===== src/rtl/acc_pkg.sv =====
// Shared types and constants for the accumulator register.
`timescale 1ns/1ps
package acc_pkg;

    localparam int ACC_WIDTH = 11;

    typedef logic [ACC_WIDTH-1:0] acc_word_t;

    localparam acc_word_t ACC_RESET_VAL = '0;

endpackage


===== src/rtl/acc_flags.sv =====
// Zero / negative status flags derived combinationally from the accumulator value.
`timescale 1ns/1ps
module acc_flags
    import acc_pkg::*;
#(
    parameter int WIDTH = ACC_WIDTH
) (
    input  logic [WIDTH-1:0] value,
    output logic             zero,
    output logic             neg
);

    always_comb begin
        zero = (value == '0);
        neg  = value[WIDTH-1];
    end

endmodule


===== src/rtl/acumulador_reg.sv =====
// Accumulator register: synchronous clear, write-enabled load, otherwise hold.
// Optional acc_zero / acc_neg status outputs exist only when ACUMULADOR_FLAGS_EN is defined.
`timescale 1ns/1ps
module acumulador_reg
    import acc_pkg::*;
#(
    parameter int WIDTH = ACC_WIDTH
) (
    input  logic             clock,
    input  logic             acc_reset,
    input  logic [WIDTH-1:0] acc_in,
    input  logic             acc_wr,
`ifdef ACUMULADOR_FLAGS_EN
    output logic             acc_zero,
    output logic             acc_neg,
`endif
    output logic [WIDTH-1:0] acc_out
);

    logic [WIDTH-1:0] acc_d;
    logic [WIDTH-1:0] acc_q;

    always_comb begin
        acc_d = acc_q;
        if (acc_wr) begin
            acc_d = acc_in;
        end
    end

    // No power-on initialiser: the register stays X until the first reset edge.
    always_ff @(posedge clock) begin
        if (acc_reset) begin
            acc_q <= WIDTH'(ACC_RESET_VAL);
        end else begin
            acc_q <= acc_d;
        end
    end

    assign acc_out = acc_q;

`ifdef ACUMULADOR_FLAGS_EN
    acc_flags #(
        .WIDTH (WIDTH)
    ) u_acc_flags (
        .value (acc_q),
        .zero  (acc_zero),
        .neg   (acc_neg)
    );
`endif

endmodule


===== config.mk =====
export PLATFORM = sky130hd
export DESIGN_NAME = acumulador_reg
export DESIGN_NICKNAME = d
export VERILOG_FILES = /design/src/rtl/acc_pkg.sv /design/src/rtl/acc_flags.sv /design/src/rtl/acumulador_reg.sv
export SDC_FILE = /design/constraint.sdc
export NUM_CORES = 1
export LEC_CHECK = 0
export ABC_AREA = 0
export CAP_MARGIN = 20
export CORE_AREA = 2 2 39 41
export CTS_CLUSTER_DIAMETER = 40
export CTS_CLUSTER_SIZE = 30
export DETAILED_ROUTE_END_ITERATION = 16
export DIE_AREA = 0 0 41 43
export GPL_ROUTABILITY_DRIVEN = 0
export HOLD_SLACK_MARGIN = 0.06
export PLACE_DENSITY = 0.63
export SETUP_SLACK_MARGIN = 0.3
export SYNTH_ARGS = -nofsm -noshare
export SYNTH_HDL_FRONTEND = slang
export SYNTH_SLANG_ARGS = --single-unit

===== constraint.sdc =====
create_clock -name clock -period 1.3 [get_ports clock]
set_input_delay 0.13 -clock clock [delete_from_list [all_inputs] [get_ports clock]]
set_output_delay 0.13 -clock clock [all_outputs]
set_load 0.03 [all_outputs]

; Word-level counts from Yosys, hierarchy flattened
; Index checks and enable logic that the tools add are counted.
[word_totals]
reg_bits = 11
in_bits = 14
output_inout_bits = 11
elab_cells = 1

; Logic depth before layout (Yosys ltp)
; Gate-level depths: netlist (run 1).
[logic_depth]
ltp_word = 0
mapped_depth = 3
mapped_depth_nobuf = 2

; Worst setup path after synthesis (run 1)
; OpenSTA, ideal clock, no wires.
[synth_path]
path_type = register to register
from = reg acc_out[0] (netlist name)
to = reg acc_q[0] (netlist: acc_out[0])
setup_time_ns = 0.065
arrival_ns = 0.665
t_required_ns = 1.235
path_slack_ns = 0.570
stages_incl_launch_ff = 3
n_path_buf = 0
period_less_slack_ns = 0.730
path_cell_list = dfxtp_1 mux2i_1 nor2_1
[synth_rtl]
columns = element, line
row1 = "end signal, assigned", acumulador_reg.sv:33  ; acc_q <= WIDTH'(ACC_RESET_VAL);
row2 = "end, declared", acumulador_reg.sv:21  ; logic [WIDTH-1:0] acc_q;

; Worst setup path after layout (run 1)
[layout_path]
from = reg acc_q[0] (netlist: acc_out[0])
to = out acc_out[0]
[layout_rtl]
columns = element, line
row1 = "end, declared", acumulador_reg.sv:17  ; output logic [WIDTH-1:0] acc_out
; No word-level cell between the ends.

==> flow_summary.rst, run 1 <==
.. list-table::
   :header-rows: 1

   * - Metric
     - Value
   * - Leakage
     - 0.307 nW
   * - # nets final
     - 77
   * - Critical path, cell by cell
     - buf_2
   * - Proportion of netlist area held by the largest area contributor
     - 57.0%
   * - Synth-to-Final Area Change
     - 61.2%
   * - Share of the core filled with cells
     - 45.0%
   * - Final setup fails
     - 0
   * - Antenna Diode Count
     - 0
   * - Family of cells with the greatest summed delay on the critical path
     - flip-flops
   * - Worst min path class
     - in -> reg
   * - Net count after synthesis
     - 49
   * - Gr ovfl total
     - 0
   * - Cell taking the most area after synthesis
     - dfxtp_1
   * - Number of DRC violations after detailed-routing iteration 0
     - 5
   * - F_max
     - 1.09 GHz
   * - Number of instances in the synthesized netlist
     - 35
   * - Post-synthesis instance area
     - 387 um2
   * - Share of async-settable or async-resettable flops after synthesis
     - 0%
   * - Final worst path period need
     - 0.918 ns
   * - Final Slew Violations
     - 0
   * - Outcome
     - finished, final reports clean
   * - Via count of the first global-routing pass
     - 262
   * - Crit path max fanout
     - 2
   * - DRC violations left
     - 0
   * - Via count
     - 336
   * - Post-route clock period utilization
     - 70.6%
   * - Start point of the worst hold path
     - acc_in[2]
   * - Slew @ Worst Pin
     - 0.383 ns
   * - Number of buffers created by CTS
     - 3
   * - Critical setup path kind
     - reg -> out
   * - Final wirelength
     - 817 um
   * - Num rows
     - 14
   * - Wire length of the first global-routing pass
     - 1.10 mm
   * - Number of I/O pins
     - 25
   * - Overall power
     - 0.742 mW
   * - Main synth FF type
     - dfxtp_1
   * - Hold EP
     - acc_out[2]$_SDFFE_PP0P_
   * - Master of the slowest instance on the critical path
     - dfxtp_1
   * - Highest ir drop seen on vdd
     - 0.000493 V
   * - EDFF count, synth
     - 0
   * - Number of nets with antenna violations after detailed routing
     - 0
   * - Share of the yosys chip area belonging to registers
     - 57.0%
   * - Yosys warning total
     - 0
   * - Total track usage
     - 9.98%
   * - CTS tree
     - done
   * - Type of element launching the critical path
     - flip-flop
   * - Required time of the critical path
     - 1.17 ns
   * - Number of flip-flops in the largest register
     - 11
   * - Critical R2R Capture
     - acc_out[0]$_SDFFE_PP0P_
   * - Number of antenna violations at the first check in global routing
     - 0
   * - Number of fill cells
     - 150
   * - Initial core utilization
     - 27.9%
   * - Worst Skew
     - 0 ns
   * - Worst relative slew slack
     - 74.4%
   * - Hold Vio Cnt, Final
     - 0
   * - Clock latency reported for the late side of the worst-skew pair
     - 0.26 ns
   * - Register-to-Register Setup Slack
     - 0.68 ns
   * - Instance count along the most critical hold path
     - 3
   * - Number of buffers and inverters on the critical path
     - 1
   * - Arrival time at the worst endpoint
     - 0.79 ns
   * - Core Area
     - 1380 um2
   * - Mapped Avg Cell Area
     - 11.0 um2
   * - Final sum of negative setup slack
     - 0 ns
   * - Reg area
     - 220 um2
   * - Max-cap check violation count
     - 0
   * - H-Tree Level Count
     - 1
   * - Worst Hold Slack
     - 0.486 ns
   * - Die ar.
     - 1760 um2
   * - Setup repair after global routing missed its margin
     - no
   * - Final WS setup
     - 0.382 ns
   * - Die boundary height
     - 43 um
   * - Die W
     - 41 um
   * - Most numerous cell types in the synthesized netlist
     - 11 x dfxtp_1, 11 x mux2i_1, 11 x nor2_1
   * - Via density
     - 4.31
   * - TritonCTS Sinks
     - 11
   * - Library cells used by synthesis
     - 5
   * - Maximum number of pins on one net before global-route repair
     - 12
   * - Delay of the slowest cell on the worst path
     - 0.33 ns
   * - Master cell of the clock root buffer
     - clkbuf_4
   * - Setup crit end kind
     - primary output
   * - Post-CTS Hold Buffers
     - 0
   * - Mean routed wirelength per cell
     - 10.5 um
   * - Power Density
     - 1190 nW/um2
   * - Area of the multi-input gates
     - 151 um2
   * - Synth top area cells
     - dfxtp_1 57%, mux2i_1 28%, nor2_1 11%, buf_6 2.9%, clkbuf_1 0.97%
   * - Path depth of the worst reg2reg path
     - 2
   * - Share of layout cells above drive strength 1
     - 24.2%
   * - Synthesized flop and latch total
     - 11
   * - Maximum clock insertion buffer count
     - 2
   * - Number of detailed-route iterations in the first pass
     - 3
   * - Reg2reg start
     - acc_out[0]$_SDFFE_PP0P_
   * - Count of buffers from port buffering
     - 24
   * - Clock-pin slew of the registers on the worst-case setup and hold paths
     - 0.07 ns
   * - Pre-CTS setup slack
     - 0.121 ns
[worst reg2reg max path, delay by kind of cell, from the launching register on]
kind	cells	cell delay [ns]
DFF	1	0.31
muxes	1	0.13
and+or+nand+nor	1	0.05
[cell usage in the layout, fill, tap and decap left out, drive strengths merged]
master,instances
nor2,11
clkbuf,4
clkdlybuf4s50,13
buf,12
mux2i,11
dfxtp,11
[worst max-delay path by stage]
stage | start | to | slack, ns | cells past startpoint
detailed placement | acc_wr | acc_out[4]$_SDFFE_PP0P_ | 0.12 | 4
CTS | acc_out[9]$_SDFFE_PP0P_ | acc_out[9] | 0.37 | 1
floorplan | acc_out[0]$_SDFFE_PP0P_ | acc_out[0]$_SDFFE_PP0P_ | 0.57 | 2
global route | acc_out[10]$_SDFFE_PP0P_ | acc_out[10] | 0.33 | 1
global placement | acc_wr | acc_out[4]$_SDFFE_PP0P_ | 0.13 | 4
finish | acc_out[0]$_SDFFE_PP0P_ | acc_out[0] | 0.38 | 1
[per-stage QoR]
step / std cells / instance area (um2)
2_1_floorplan: 35 / 387
3_3_place_gp: 74 / 652
3_5_place_dp: 74 / 652
4_1_cts: 78 / 623
5_1_grt: 78 / 623
6_report: 78 / 623
[report_power, final]
part,leakage (nW),internal (mW),total (mW),switching [mW]
logic,0.201,0.0728,0.149,0.0762
clock network,0.0150,0.118,0.227,0.109
registers,0.0909,0.357,0.365,0.00810
total,0.307,0.548,0.742,0.193
[layer usage]
layer | part of all wire, % | global-route usage [%] | vias up
li1 | - | - | 171
met1 | 45 | 11.4 | 149
met2 | 39 | 11.9 | 14
met3 | 13 | 5.76 | 2
met4 | 2.3 | 10.0 | 0
met5 | 0 | 0 | -
[cell type report]
cell class | count | share of cell area [%]
Clock buffer | 4 | 4.22
Multi-Input combinational cell | 22 | 24.3
Sequential cell | 11 | 35.3
Tap cell | 16 | 3.21
Timing Repair Buffer | 25 | 32.9
[cell families after synthesis]
family	after synthesis	share of synthesized area, %
AND/OR/NAND/NOR	11	10.7
flip-flops	11	57.0
multiplexers	11	28.5
buffers and inverters	2	3.88
[timing repair]
item,4_1_cts,5_1_grt
setup buffers,0,0
gates resized for setup,55,0
endpoints found under the setup margin,11,0
No activity file was read; power rests on OpenSTA's default activity.
==> run 2, diff against run 1 <==
--- a/config.mk
+++ b/config.mk
@@ -14,7 +14,7 @@
 export DIE_AREA = 0 0 41 43
 export GPL_ROUTABILITY_DRIVEN = 0
 export HOLD_SLACK_MARGIN = 0.06
-export PLACE_DENSITY = 0.63
+export PLACE_DENSITY = 0.65
 export SETUP_SLACK_MARGIN = 0.3
 export SYNTH_ARGS = -nofsm -noshare
 export SYNTH_HDL_FRONTEND = slang
==> constraint.sdc (replaced) <==
create_clock -name clock -period 0.8 [get_ports clock]
set_input_delay 0.08 -clock clock [delete_from_list [all_inputs] [get_ports clock]]
set_output_delay 0.08 -clock clock [all_outputs]
set_load 0.03 [all_outputs]
==> run 2 against run 1 <==
Compared with the run above: clock-buffer cell count stayed put; via count rose by 2.7%; sequential share of layout area decreased by 1.7 points; critical path depth unchanged; register-to-register slack got worse by 0.50 ns; clock skew unchanged; final area is 25% higher; largest cell class is now buffers; clock power is 59% higher; the run now ends with negative setup slack left; critical path type unchanged; critical endpoint is now acc_out[5]; power up 69%.
==> flow_summary.rst, run 2 (synthesized netlist as in run 1, its figures left out) <==
.. list-table::
   :header-rows: 1

   * - Metric
     - Value
   * - Critical path, cell by cell
     - buf_6 (was buf_2)
   * - Worst min path class
     - in -> reg (unchanged)
   * - Power Density
     - 1610 nW/um2 (was 1190 nW/um2)
   * - Number of nets with antenna violations after detailed routing
     - 0 (unchanged)
   * - Count of buffers from port buffering
     - 24 (unchanged)
   * - Via count
     - 345 (was 336)
   * - Fraction of power consumed by the clock network
     - 28.8% (was 30.7%)
   * - Number of buffers created by CTS
     - 3 (unchanged)
   * - Failing checks
     - negative setup slack
   * - Number of DRC violations after detailed-routing iteration 0
     - 4 (was 5)
   * - H-Tree Level Count
     - 1 (unchanged)
   * - Number of I/O pins
     - 25 (unchanged)
   * - Critical setup path kind
     - reg -> out (unchanged)
   * - Setup repair after global routing missed its margin
     - yes (was no)
   * - F_max
     - 1.23 GHz
   * - Highest ir drop seen on vdd
     - 0.000801 V (was 0.000493 V)
   * - Start point of the worst hold path
     - acc_wr (was acc_in[2])
   * - HPWL after DPL
     - 681 um
   * - Delay of the slowest cell on the worst path
     - 0.35 ns (was 0.33 ns)
   * - Internal power
     - 0.934 mW (was 0.548 mW)
   * - Wire length of the first global-routing pass
     - 1.32 mm (was 1.10 mm)
   * - Synth-to-Final Area Change
     - 101% (was 61.2%)
   * - Via count of the first global-routing pass
     - 330 (was 262)
   * - Number of detailed-route iterations in the first pass
     - 2 (was 3)
   * - Crit path max fanout
     - 2 (unchanged)
   * - CTS tree
     - done (unchanged)
   * - Initial core utilization
     - 27.9% (unchanged)
   * - Die ar.
     - 1760 um2 (unchanged)
   * - Pre-CTS setup slack
     - -0.308 ns (was 0.121 ns)
   * - Clock-pin slew of the registers on the worst-case setup and hold paths
     - 0.07 ns (about the same)
   * - Die boundary height
     - 43 um (unchanged)
   * - Final sum of negative setup slack
     - -0.115 ns (was 0 ns)
   * - Sw Share
     - 25.4% (was 26.1%)
   * - Post-CTS Setup Inserts
     - 0 (unchanged)
   * - # nets final
     - 80 (was 77)
   * - Reported net switching power
     - 0.318 mW (was 0.193 mW)
   * - Finished layout cell area
     - 777 um2 (was 623 um2)
   * - Number of buffers and inverters on the critical path
     - 1 (unchanged)
   * - Most crowded layer after global routing
     - met2 (unchanged)
   * - Clock latency reported for the late side of the worst-skew pair
     - 0.26 ns (about the same)
   * - Final wirelength
     - 909 um (was 817 um)
   * - Combinational cell fraction of total power
     - 24.2% (was 20.1%)
   * - Number of flip-flops in the largest register
     - 11 (unchanged)
   * - Maximum number of pins on one net before global-route repair
     - 7 (was 12)
   * - Gr ovfl total
     - 0 (unchanged)
   * - Number of fill cells
     - 129 (was 150)
   * - Leakage
     - 0.348 nW (was 0.307 nW)
   * - Family of cells with the greatest summed delay on the critical path
     - flip-flops (unchanged)
   * - DRC violations left
     - 0 (unchanged)
   * - Outcome
     - finished, violations left (was finished, final reports clean)
   * - Total track usage
     - 11.5% (was 9.98%)
   * - TritonCTS Sinks
     - 11 (unchanged)
   * - Num rows
     - 14 (unchanged)
   * - Setup crit end kind
     - primary output (unchanged)
   * - Via density
     - 4.26 (was 4.31)
   * - Share of layout cells above drive strength 1
     - 46.2% (was 24.2%)
   * - Type of element launching the critical path
     - flip-flop (unchanged)
   * - Master cell of the clock root buffer
     - clkbuf_4 (unchanged)
   * - Post-route clock period utilization
     - 102%
   * - Overall power
     - 1.25 mW (was 0.742 mW)
   * - Most frequent standard cell in the layout excluding fill and tap cells
     - clkdlybuf4s50_1 (unchanged)
   * - Worst relative slew slack
     - 91.7% (was 74.4%)
   * - Final worst path period need
     - 0.815 ns
   * - DP Area
     - 681 um2 (was 652 um2)
   * - Worst Skew
     - 0 ns (unchanged)
   * - Master of the slowest instance on the critical path
     - dfxtp_4 (was dfxtp_1)
   * - Arrival time at the worst endpoint
     - 0.73 ns (was 0.79 ns)
   * - Final setup fails
     - 11 (was 0)
   * - Hold Vio Cnt, Final
     - 0 (unchanged)
   * - Final WS setup
     - -0.0149 ns (was 0.382 ns)
   * - Die W
     - 41 um (unchanged)
   * - Commonest non-fill, non-tap cells in the layout
     - 12 x clkdlybuf4s50_1, 11 x mux2i_1, 11 x nor2_1, 11 x dfxtp_4, 11 x buf_6 (was 13 x clkdlybuf4s50_1, 11 x mux2i_1, 11 x nor2_1, 11 x dfxtp_1, 11 x buf_2)
   * - Global routing met2 resource utilization
     - 16.3% (was 11.9%)
   * - Global routing met1 resource utilization
     - 13.4% (was 11.4%)
   * - Final Slew Violations
     - 0 (unchanged)
   * - Reg2reg start
     - acc_out[0]$_SDFFE_PP0P_ (unchanged)
   * - Number of antenna violations at the first check in global routing
     - 0 (unchanged)
   * - Slew @ Worst Pin
     - 0.121 ns (was 0.383 ns)
   * - Share of power burned in registers
     - 47.0% (was 49.2%)
   * - Crit path from
     - acc_out[5]$_SDFFE_PP0P_ (was acc_out[0]$_SDFFE_PP0P_)
   * - Maximum clock insertion buffer count
     - 2 (unchanged)
   * - Met3 track utilization from global routing
     - 3.14% (was 5.76%)
   * - Antenna Diode Count
     - 0 (unchanged)
   * - Mean routed wirelength per cell
     - 11.2 um (was 10.5 um)
   * - Max-cap check violation count
     - 0 (unchanged)
   * - Required time of the critical path
     - 0.72 ns (was 1.17 ns)
   * - Core Area
     - 1380 um2 (unchanged)
-- run 2: changes by cell type in the layout (fill, tap and decap cells not counted), sizes merged --
cell           change
buf                +3
clkdlybuf4s15      +1
clkdlybuf4s50      -1
-- run 2: through the flow --
step	util (%)	std cells	hold slack [ns]
after global routing	56.1	81	0.375
after floorplan	-	35	0.143
final	56.1	81	0.382
after CTS	56.1	81	0.381
after global placement	49.2	76	0.478
after detailed placement	49.2	76	0.484
-- run 2: power groups by stage --
| stage | Combinational, mW | Sequential, mW | Clock, mW |
|---|---|---|---|
| 6_report | 0.303 | 0.588 | 0.361 |
| 4_1_cts | 0.306 | 0.589 | 0.378 |
| 2_1_floorplan | 0.0658 | 0.661 | 0 |
| 3_5_place_dp | 0.269 | 0.595 | 0 |
| 5_1_grt | 0.321 | 0.592 | 0.408 |
| 3_3_place_gp | 0.268 | 0.594 | 0 |
-- run 2: path summary, 6_finish.rpt --
path                             endpoint  slack, ns  cells after the start
setup / recovery               acc_out[5]      -0.01                      1
hold reg to reg   acc_out[8]$_SDFFE_PP0P_       0.50                      2
setup reg to reg  acc_out[0]$_SDFFE_PP0P_       0.18                      2
hold / removal    acc_out[8]$_SDFFE_PP0P_       0.38                      4
-- run 2: per-layer routing --
layer / wire length (um) / vias to the layer above
li1: - / 180
met2: 432 / 14
met5: 0 / -
met3: 64 / 2
met1: 392 / 149
met4: 19 / 0
-- run 2: layout make-up --
type	instances	area, um2	share of cell area (%)
multi-input combinational	22	151	19.5
timing repair buffer	28	318	40.9
clock buffer	4	26.3	3.38
tap	16	20.0	2.58
sequential	11	262	33.7
-- run 2: repair_timing --
item	in CTS	in global routing
hold buffers	0	0
resized for setup	15	0
pin swaps	0	1
cloned	1	0
endpoints found under the setup margin	22	22
-- run 2: worst min-delay path: stages --
cell	delay, ns
clkdlybuf4s15_2	0.25
buf_16	0.14
mux2i_1	0.07
nor2_1	0.07
